===== config.mk =====
export PLATFORM = sky130hd
export DESIGN_NAME = signature_serializer_flat
export DESIGN_NICKNAME = d
export VERILOG_FILES = /design/src/rtl/signature_serializer_pkg.sv /design/src/rtl/signature_serializer_if.sv /design/src/rtl/signature_serializer_bit_counter.sv /design/src/rtl/signature_serializer.sv /design/src/flat_wrapper.sv
export SDC_FILE = /design/constraint.sdc
export NUM_CORES = 1
export LEC_CHECK = 0
export ABC_AREA = 1
export CAP_MARGIN = 25
export CORE_AREA = 2 2 48 46
export CTS_BUF_LIST = sky130_fd_sc_hd__clkbuf_4 sky130_fd_sc_hd__clkbuf_8
export DETAILED_ROUTE_END_ITERATION = 6
export DIE_AREA = 0 0 50 48
export PLACE_DENSITY_LB_ADDON = 0.12
export SYNTH_ARGS = -nofsm -noshare
export SYNTH_HDL_FRONTEND = slang
export SYNTH_SLANG_ARGS = --single-unit
export TNS_END_PERCENT = 5

===== constraint.sdc =====
create_clock -name clk -period 2.25 [get_ports clk]
set_input_delay 0.45 -clock clk [delete_from_list [all_inputs] [get_ports clk]]
set_output_delay 0.45 -clock clk [all_outputs]
set_load 0.03 [all_outputs]

===== src/rtl/signature_serializer_pkg.sv =====
// -----------------------------------------------------------------------------
// signature_pkg
// Shared types and helpers for the signature serializer:
//   - sig_state_t   : serializer FSM states (IDLE / SEND / PAR)
//   - DEFAULT_SIG   : 256-bit ASCII design banner, first character in the MSBs
//   - sig_idx_w     : index counter width for a message length (minimum 1)
//   - sig_first     : index of the first bit sent for a given bit order
//   - sig_last      : index of the last bit sent for a given bit order
// -----------------------------------------------------------------------------
package signature_pkg;

  typedef enum logic [1:0] {
    ST_IDLE = 2'd0,
    ST_SEND = 2'd1,
    ST_PAR  = 2'd2
  } sig_state_t;

  // 32 characters * 8 bits = 256 bits; the string literal packs 'L' into [255:248].
  localparam logic [255:0] DEFAULT_SIG = "Luke Vassallo Tiny Tapeout 2023.";

  function automatic int sig_idx_w(input int msg_bits);
    return (msg_bits > 1) ? $clog2(msg_bits) : 1;
  endfunction

  function automatic int sig_first(input int msg_bits, input bit lsb_first);
    return lsb_first ? 0 : msg_bits - 1;
  endfunction

  function automatic int sig_last(input int msg_bits, input bit lsb_first);
    return lsb_first ? msg_bits - 1 : 0;
  endfunction

endpackage


===== src/rtl/signature_serializer_if.sv =====
// -----------------------------------------------------------------------------
// signature_serializer_if
// Handshake/stream bundle between a controller and the signature serializer.
//   start    : controller -> serializer, begin a transmission (IDLE only)
//   loop_en  : controller -> serializer, restart (1) or stop (0) at a wrap point
//   enable   : controller -> serializer, advance strobe, 0 stalls in place
//   q        : serializer -> controller, current message bit
//   q_valid  : serializer -> controller, q is consumed this cycle
//   busy     : serializer -> controller, transmission in progress
//   done     : serializer -> controller, one-cycle pulse after each pass
//   bit_idx  : serializer -> controller, current message index
// Modports: master (controller side), slave (serializer side).
// -----------------------------------------------------------------------------
interface signature_serializer_if
  import signature_pkg::*;
#(
  parameter int MSG_BITS = 256
) ();

  localparam int IDX_W = sig_idx_w(MSG_BITS);

  logic             start;
  logic             loop_en;
  logic             enable;
  logic             q;
  logic             q_valid;
  logic             busy;
  logic             done;
  logic [IDX_W-1:0] bit_idx;

  modport master (
    output start, loop_en, enable,
    input  q, q_valid, busy, done, bit_idx
  );

  modport slave (
    input  start, loop_en, enable,
    output q, q_valid, busy, done, bit_idx
  );

endinterface


===== src/rtl/signature_serializer_bit_counter.sv =====
// -----------------------------------------------------------------------------
// signature_bit_counter
// Loadable up/down message index counter. Load has priority over step; the
// counter never wraps on its own, the owner reloads it at the end of a pass.
//   clk        : rising-edge clock
//   rst_n      : asynchronous active-low reset, index returns to RST_VAL
//   i_load     : load i_load_val
//   i_step     : advance one position in direction i_dir
//   i_dir      : 1 = count up, 0 = count down
//   i_load_val : value loaded by i_load
//   o_idx      : current index
//   o_at_last  : index equals LAST_VAL
// -----------------------------------------------------------------------------
module signature_bit_counter #(
  parameter int               IDX_W    = 8,
  parameter logic [IDX_W-1:0] RST_VAL  = '0,
  parameter logic [IDX_W-1:0] LAST_VAL = '0
) (
  input  logic             clk,
  input  logic             rst_n,
  input  logic             i_load,
  input  logic             i_step,
  input  logic             i_dir,
  input  logic [IDX_W-1:0] i_load_val,
  output logic [IDX_W-1:0] o_idx,
  output logic             o_at_last
);

  logic [IDX_W-1:0] r_idx;

  always_ff @(posedge clk or negedge rst_n) begin
    if (!rst_n) begin
      r_idx <= RST_VAL;
    end else if (i_load) begin
      r_idx <= i_load_val;
    end else if (i_step) begin
      r_idx <= i_dir ? (r_idx + IDX_W'(1)) : (r_idx - IDX_W'(1));
    end
  end

  assign o_idx     = r_idx;
  assign o_at_last = (r_idx == LAST_VAL);

endmodule


===== src/rtl/signature_serializer.sv =====
// -----------------------------------------------------------------------------
// signature_serializer
// Streams the constant message MSG one bit per enabled cycle, with a
// start/busy/done handshake, selectable bit order, one-shot or looping mode
// and a per-cycle stall.
//   clk     : rising-edge clock
//   reset_n : asynchronous active-low reset (aborts a pass, no done)
//   bus     : signature_serializer_if.slave (start, loop_en, enable in;
//             q, q_valid, busy, done, bit_idx out)
// Parameters: MSG_BITS (1..4096), MSG, LSB_FIRST.
// Build option: define SIGNATURE_PARITY_EN to append one even-parity bit
// (PAR state) after the last message bit of every pass; the wrap point and
// the loop_en decision then move to that PAR cycle.
// -----------------------------------------------------------------------------
module signature_serializer
  import signature_pkg::*;
#(
  parameter int                  MSG_BITS  = 256,
  parameter logic [MSG_BITS-1:0] MSG       = MSG_BITS'(DEFAULT_SIG),
  parameter bit                  LSB_FIRST = 1'b0
) (
  input  logic                   clk,
  input  logic                   reset_n,
  signature_serializer_if.slave  bus
);

  localparam int               IDX_W     = sig_idx_w(MSG_BITS);
  // Message padded to the full index range so every index value selects a bit.
  localparam int               PAD_W     = 1 << IDX_W;
  localparam logic [PAD_W-1:0] MSG_PAD   = PAD_W'(MSG);
  localparam logic [IDX_W-1:0] FIRST_IDX = IDX_W'(sig_first(MSG_BITS, LSB_FIRST));
  localparam logic [IDX_W-1:0] LAST_IDX  = IDX_W'(sig_last(MSG_BITS, LSB_FIRST));
`ifdef SIGNATURE_PARITY_EN
  localparam logic             MSG_PAR   = ^MSG;
`endif

  sig_state_t       r_state;
  logic             r_done;
  logic [IDX_W-1:0] w_idx;
  logic             w_at_last;
  logic             w_send_en;
  logic             w_wrap;
  logic             w_step;
  logic             w_q;

  assign w_send_en = (r_state == ST_SEND) && bus.enable;
  assign w_step    = w_send_en && !w_at_last;

`ifdef SIGNATURE_PARITY_EN
  // The last data bit hands over to PAR with the index parked at LAST;
  // the pass ends on the enabled PAR cycle.
  assign w_wrap = (r_state == ST_PAR) && bus.enable;
`else
  assign w_wrap = w_send_en && w_at_last;
`endif

  signature_bit_counter #(
    .IDX_W   (IDX_W),
    .RST_VAL (FIRST_IDX),
    .LAST_VAL(LAST_IDX)
  ) u_cnt (
    .clk       (clk),
    .rst_n     (reset_n),
    .i_load    (w_wrap),
    .i_step    (w_step),
    .i_dir     (LSB_FIRST),
    .i_load_val(FIRST_IDX),
    .o_idx     (w_idx),
    .o_at_last (w_at_last)
  );

  always_ff @(posedge clk or negedge reset_n) begin
    if (!reset_n) begin
      r_state <= ST_IDLE;
      r_done  <= 1'b0;
    end else begin
      r_done <= w_wrap;
      case (r_state)
        ST_IDLE: begin
          if (bus.start) r_state <= ST_SEND;
        end
        ST_SEND: begin
          if (bus.enable && w_at_last) begin
`ifdef SIGNATURE_PARITY_EN
            r_state <= ST_PAR;
`else
            r_state <= bus.loop_en ? ST_SEND : ST_IDLE;
`endif
          end
        end
`ifdef SIGNATURE_PARITY_EN
        ST_PAR: begin
          if (bus.enable) r_state <= bus.loop_en ? ST_SEND : ST_IDLE;
        end
`endif
        default: r_state <= ST_IDLE;
      endcase
    end
  end

  always_comb begin
    w_q = 1'b0;
    case (r_state)
      ST_SEND: w_q = MSG_PAD[w_idx];
`ifdef SIGNATURE_PARITY_EN
      ST_PAR:  w_q = MSG_PAR;
`endif
      default: w_q = 1'b0;
    endcase
  end

  assign bus.q       = w_q;
  assign bus.q_valid = (r_state != ST_IDLE) && bus.enable;
  assign bus.busy    = (r_state != ST_IDLE);
  assign bus.done    = r_done;
  assign bus.bit_idx = w_idx;

endmodule


===== src/flat_wrapper.sv =====
// flat-port wrapper written by rule: the top's interface ports become plain ports
module signature_serializer_flat import signature_pkg::*;
#(
  parameter int                  MSG_BITS  = 256,
  parameter logic [MSG_BITS-1:0] MSG       = MSG_BITS'(DEFAULT_SIG),
  parameter bit                  LSB_FIRST = 1'b0
)
  (clk, reset_n, bus_start, bus_loop_en, bus_enable, bus_q, bus_q_valid, bus_busy, bus_done, bus_bit_idx);
  signature_serializer_if #(.MSG_BITS(MSG_BITS)) bus_i ();
  input  logic clk;
  input  logic reset_n;
  input wire logic [$bits(bus_i.start)-1:0] bus_start;
  input wire logic [$bits(bus_i.loop_en)-1:0] bus_loop_en;
  input wire logic [$bits(bus_i.enable)-1:0] bus_enable;
  output wire logic [$bits(bus_i.q)-1:0] bus_q;
  output wire logic [$bits(bus_i.q_valid)-1:0] bus_q_valid;
  output wire logic [$bits(bus_i.busy)-1:0] bus_busy;
  output wire logic [$bits(bus_i.done)-1:0] bus_done;
  output wire logic [$bits(bus_i.bit_idx)-1:0] bus_bit_idx;
  assign bus_i.start = bus_start;
  assign bus_i.loop_en = bus_loop_en;
  assign bus_i.enable = bus_enable;
  assign bus_q = bus_i.q;
  assign bus_q_valid = bus_i.q_valid;
  assign bus_busy = bus_i.busy;
  assign bus_done = bus_i.done;
  assign bus_bit_idx = bus_i.bit_idx;
  signature_serializer #(.MSG_BITS(MSG_BITS), .MSG(MSG), .LSB_FIRST(LSB_FIRST)) u_core (.clk(clk), .reset_n(reset_n), .bus(bus_i));
endmodule

=== After elaboration in Yosys (flattened, before gate mapping) ===
Memories as Yosys holds them, arrays and structs flattened.
Cells that the tools add are included.
Widths: inputs -> output; s select.

* Register bits after elaboration: 11
* ROM bits: 256
* Output and inout port bits: 12
* Logic and storage cells: 28
* Memories: 1

{| class="wikitable"
|+ Memory list
! name !! words !! width !! rd ports !! clocked after memory_dff !! write ports !! line !! source
|-
| (no name shown) || 256 || 1 || 1 || 0 || 0 || signature_serializer.sv:104 || <nowiki>ST_SEND: w_q = MSG_PAD[w_idx];</nowiki>
|}

* $add $sub $neg: 1
* $lt $le $gt $ge: 1
* Equal/unequal tests: 3
* Muxes and demuxes: 8
* Reductions and logical operators: 11

{| class="wikitable"
|+ Operators by type and width
! cell !! count
|-
| $mux 8 || 2
|-
| $lt 8x9->1 const B || 1
|-
| $logic_not 8->1 || 1
|-
| $sub 8x1->8 const B || 1
|-
| $logic_and 1x1->1 || 5
|-
| $mux 2 || 2
|-
| $ne 2x2->1 const B || 2
|-
| $pmux 2 s2 || 1
|-
| $reduce_bool 2->1 || 2
|-
| $mux 1 || 3
|-
| $eq 2x1->1 const B || 1
|-
| $logic_not 2->1 || 1
|-
| $reduce_and 2->1 || 1
|-
| $logic_not 1->1 || 1
|}

=== Longest topological paths before layout ===
Gate-level depths: netlist of the first run.

* Depth in word-level cells: 5
* Gate-level depth with buffers: 13
* Mapped depth without buffers: 13

=== Cells and area by module ===
Synthesis of the first run repeated with hierarchy kept, for this count alone.

* Cells, all modules: 218
* Area, all modules: 1,375.1 um^2

{| class="wikitable"
|+ By module, submodules not included
! module !! times used !! cells each !! area each (um^2) !! seq. area each (um^2)
|-
| signature_bit_counter || 1 || 99 || 718.2 || 210.2
|-
| signature_serializer || 1 || 119 || 656.9 || 50.0
|}

=== Least setup slack after synthesis of the first run ===
No wires, ideal clock.

* Path kind: flip-flop to output port
* Start point: register u_core.u_cnt.r_idx[1], in the netlist u_core.u_cnt.o_idx[1]
* End point: output bus_q
* Arrival time: 2,139 ps
* Slack: -339 ps
* Stages on the path, launching flop included: 13
* Path buffers: 0
* Cells stage by stage: dfstp_2 > inv_1 > ha_1 > nand2_1 > nand3_1 > nand2_1 > nand2_1 > nand2_1 > nand2_1 > nand2_1 > nor2_1 > nor2_1 > nor2_1

* Word-level cells in the longest chain between the ends: 3

{| class="wikitable"
|+ RTL lines
! element !! line !! source
|-
| start: declaration || signature_serializer_bit_counter.sv:29 || <nowiki>logic [IDX_W-1:0] r_idx;</nowiki>
|-
| start signal: assignment || signature_serializer_bit_counter.sv:35 || <nowiki>r_idx <= i_load_val;</nowiki>
|-
| start signal: assignment || signature_serializer_bit_counter.sv:37 || <nowiki>r_idx <= i_dir ? (r_idx + IDX_W'(1)) : (r_idx - IDX_W'(1));</nowiki>
|-
| $mem_v2 256x1 || -- ||
|-
| $mux 1 (implied by the code) || signature_serializer.sv:104 ||
|-
| $mux 1 || signature_serializer.sv:103 || <nowiki>case (r_state)</nowiki>
|-
| end: declaration || flat_wrapper.sv:15 || <nowiki>output wire logic [$bits(bus_i.q)-1:0] bus_q;</nowiki>
|}

Every way passes these cells. The select of a mux whose other input is x is not followed.

=== Worst setup path in the final report of the first run ===
* Start point: register u_core.u_cnt.r_idx[0], in the netlist u_core.u_cnt.o_idx[0]
* End point: output bus_q

The elaborated chain is that of the path after synthesis.

==> flow_summary.yaml, run 1 <==
grt:
  grt_pass1_wl_mm: 4.52
  grt_util_all_layers_pct: 25.2
  overflow: 0
  grt_max_degree: 16
  grt_pass1_vias: 1012
  antenna_found_initial: 0
worst_setup_path:
  timing.rr.start: "u_core.u_cnt.o_idx[3]"
  r2r_slack_ns: 0.57
  crit_path_start: "u_core.u_cnt.o_idx[0]"
  start_kind: "register"
  r2r_cells: 10
  worstPathArrival_ns: 2.04
  crit_path_end: "bus_q"
  slowest_delay_ns: 0.58
  crit_top_cell: "nand2_1"
  crit_chain: "inv_4 -> ha_4 -> inv_4 -> nand2_4 -> nand3_2 -> nand2_2 -> nand2_1 -> nand2_1 -> nand2_1 -> nand2_1 -> nor2_2 -> nor2_2 -> nor2_4 -> buf_6"
  worstPathRequired_ns: 1.80
  worstSetupPathType: "register to output port"
  endpoint_kind: "output port"
  cp_slowest_cell: "dfstp_2"
  cp_max_fo: 6
  r2r-end: "u_core.u_cnt.o_idx[1]"
sta:
  setup_viol_count_final: 1
  finalHoldViolCount: 0
  post-route-min-period_ns: 2.49
  fmax_mhz: 402
  tightest_slew_ns: 0.447
  worst_slack_ns: -0.239
  setup_tns_ns: -0.239
  hold_slack_ns: 0.488
  drv_slew: 0
  rsz0062_at_grt: "yes"
  finalClockSkew_ns: 0.00499
  slew_headroom_pct: 70.1
  finalCritPeriodShare_pct: 111
drt:
  dr.pass1.iters: 4
  drt-vias-per-instance: 5.53
  drt_first_iter_violations: 47
  route.vias.total: 1162
  drtAntennaViolNets: 0
  drcViolationCount: 0
  drt-total-wl_mm: 2.75
  routedWlPerCell_microns: 13.1
placement:
  numPortBuffers: 16
  place_hpwl_mm: 2.05
  postPlaceCellArea_sq_um: 1230
  place.gp.congestion: 0.891
run_status:
  status: "finished, violations left"
  violations: "negative setup slack"
clock_network:
  ctsHoldBuffers: 0
  clock_latency_ns: 0.27
  tritoncts: "done"
  path_clk_slew_ns: 0.07
  cts_num_sinks: 10
  clockBufferDepth: 2
  h-tree-depth: 1
  root_buffer: "clkbuf_4"
  cts_buffers: 3
power_and_ir_drop:
  p_leak_nw: 0.687
  p_total_mw: 2.22
  ir_worst_vdd_mv: 1.23
  power_density_nw_per_um2: 1640
synth:
  yosysTopAreaCell: "dfstp_2"
  seq_area_frac_synth_pct: 26.5
  synth_cell_types: 19
  yosysWarnings: 0
  syn-num-nets: 169
  synth.most_common_cell: "nand2_1"
  ys_async_sr_fraction_pct: 100
  synth.avg_cell_area_sq_um: 6.22
  yosys-top-cells-area: "dfstp_2 (21%), nand2_1 (20%), nand3_1 (14%)"
  yosys-top-cells-count: "nand2_1 (53), nand3_1 (27), inv_1 (15)"
  synth_cells: 158
  synth_area_sq_um: 982
  synth_top_area_share_pct: 21.4
  synth-seq-cells: 10
  synth_edf_count: 0
  synthFlopType: "dfstp_2"
floorplanning:
  fp.dieW_microns: 50
  die-area_sq_um: 2400
  core_sq_um: 1860
  ios: 17
  die_y_microns: 48
  rows: 15
  start_util_pct: 52.9
finish:
  syn_to_final_growth_pct: 38.3
  final_nets: 197
  fin_area_sq_um: 1360
  diodes: 0
  drive_above_1_share_pct: 30.3
worst_hold_path:
  hold_class: "input pin to asynchronous set/reset pin"
job:
  drv_cap: 0
[per-layer routing]
metal | global-route usage [%] | share of wire, %
met1 | 31.0 | 44
met3 | 1.25 | 6.6
met5 | 0 | 0
met4 | 9.44 | 1.1
met2 | 47.9 | 49
[metrics by stage]
stage | cells | setup slack, ns | utilization (%)
floorplan | 158 | 0.000675 | -
global placement | 201 | -0.0257 | 66.0
detailed placement | 201 | -0.0474 | 66.0
CTS | 208 | -0.238 | 71.6
global route | 210 | -0.365 | 73.1
finish | 210 | -0.239 | 73.1
[critical path: cells and delay by family, from the launching register on]
kind | cells | cell delay, ns
AND/OR/NAND/NOR | 10 | 0.64
flip-flops | 1 | 0.58
adder cells (fa/ha/maj) | 1 | 0.30
buffers and inverters | 3 | 0.25
[state kept, by name, summed over array words and instances (netlist names)]
register	cells
u_core.bus.done	1
u_core.r_state	1
u_core.u_cnt.o_idx	8
[worst min path at each step]
| stage | slack (ns) | cells after the start | to |
|---|---|---|---|
| after floorplan | 0.15 | 0 | u_core.bus.done |
| after global placement | 0.50 | 2 | u_core.u_cnt.o_idx[7] |
| after detailed placement | 0.50 | 2 | u_core.u_cnt.o_idx[7] |
| after CTS | 0.49 | 1 | u_core.r_state[0] |
| after global routing | 0.52 | 1 | u_core.r_state[0] |
| final | 0.49 | 1 | u_core.r_state[0] |
[cells in the final DEF, fill, tap and decap left out, types with 4 or more instances in the layout]
master | synthesis | routed
nand3_2 | 0 | 5
nor2_2 | 2 | 4
inv_1 | 15 | 11
nand2_1 | 53 | 47
ha_1 | 6 | 5
a21oi_1 | 4 | 4
clkdlybuf4s50_1 | 0 | 12
nor2_1 | 12 | 9
inv_2 | 4 | 5
buf_4 | 0 | 11
nand2_2 | 4 | 8
dfstp_2 | 8 | 7
nand3_1 | 27 | 22
o21ai_0 | 9 | 8
[timing repair]
item | CTS | global route
hold endpoints to repair | 0 | 0
setup endpoints to repair | 2 | 2
pin swaps | 8 | 12
buffers inserted | 3 | 2
gates resized for setup | 13 | 6
[logic make-up (layout without fill, tap and decap cells)]
kind of cell | count (synthesis) | in the layout | share of synthesized area [%]
buf+inv | 23 | 50 | 10.6
compound gates | 17 | 17 | 9.94
simple gates | 100 | 100 | 43.6
fa+ha+maj | 6 | 6 | 7.64
flops | 10 | 10 | 26.5
xor+xnor | 2 | 2 | 1.78
[power breakdown]
group	total, mW	internal, mW	leakage [nW]	switching (mW)
Clock	0.164	0.0985	0.0210	0.0654
Sequential	0.477	0.300	0.107	0.177
Combinational	1.58	0.649	0.559	0.934
Total	2.22	1.05	0.687	1.18
[layout make-up]
| type | instances | area, sq um |
|---|---|---|
| inverter | 19 | 78.8 |
| multi-input combinational | 125 | 693 |
| sequential | 10 | 264 |
| fill | 157 | 499 |
| timing repair buffer | 27 | 255 |
| clock buffer | 4 | 36.3 |
| tap | 25 | 31.3 |
No activity file was read; power rests on OpenSTA's default activity.
==> run 2: changes to the inputs <==
Settings changed: CAP_MARGIN 25 to 0, TNS_END_PERCENT 5 to not set.
==> results of run 2 <==
Same layout as run 1: the final DEF is identical, and so are final timing and power.
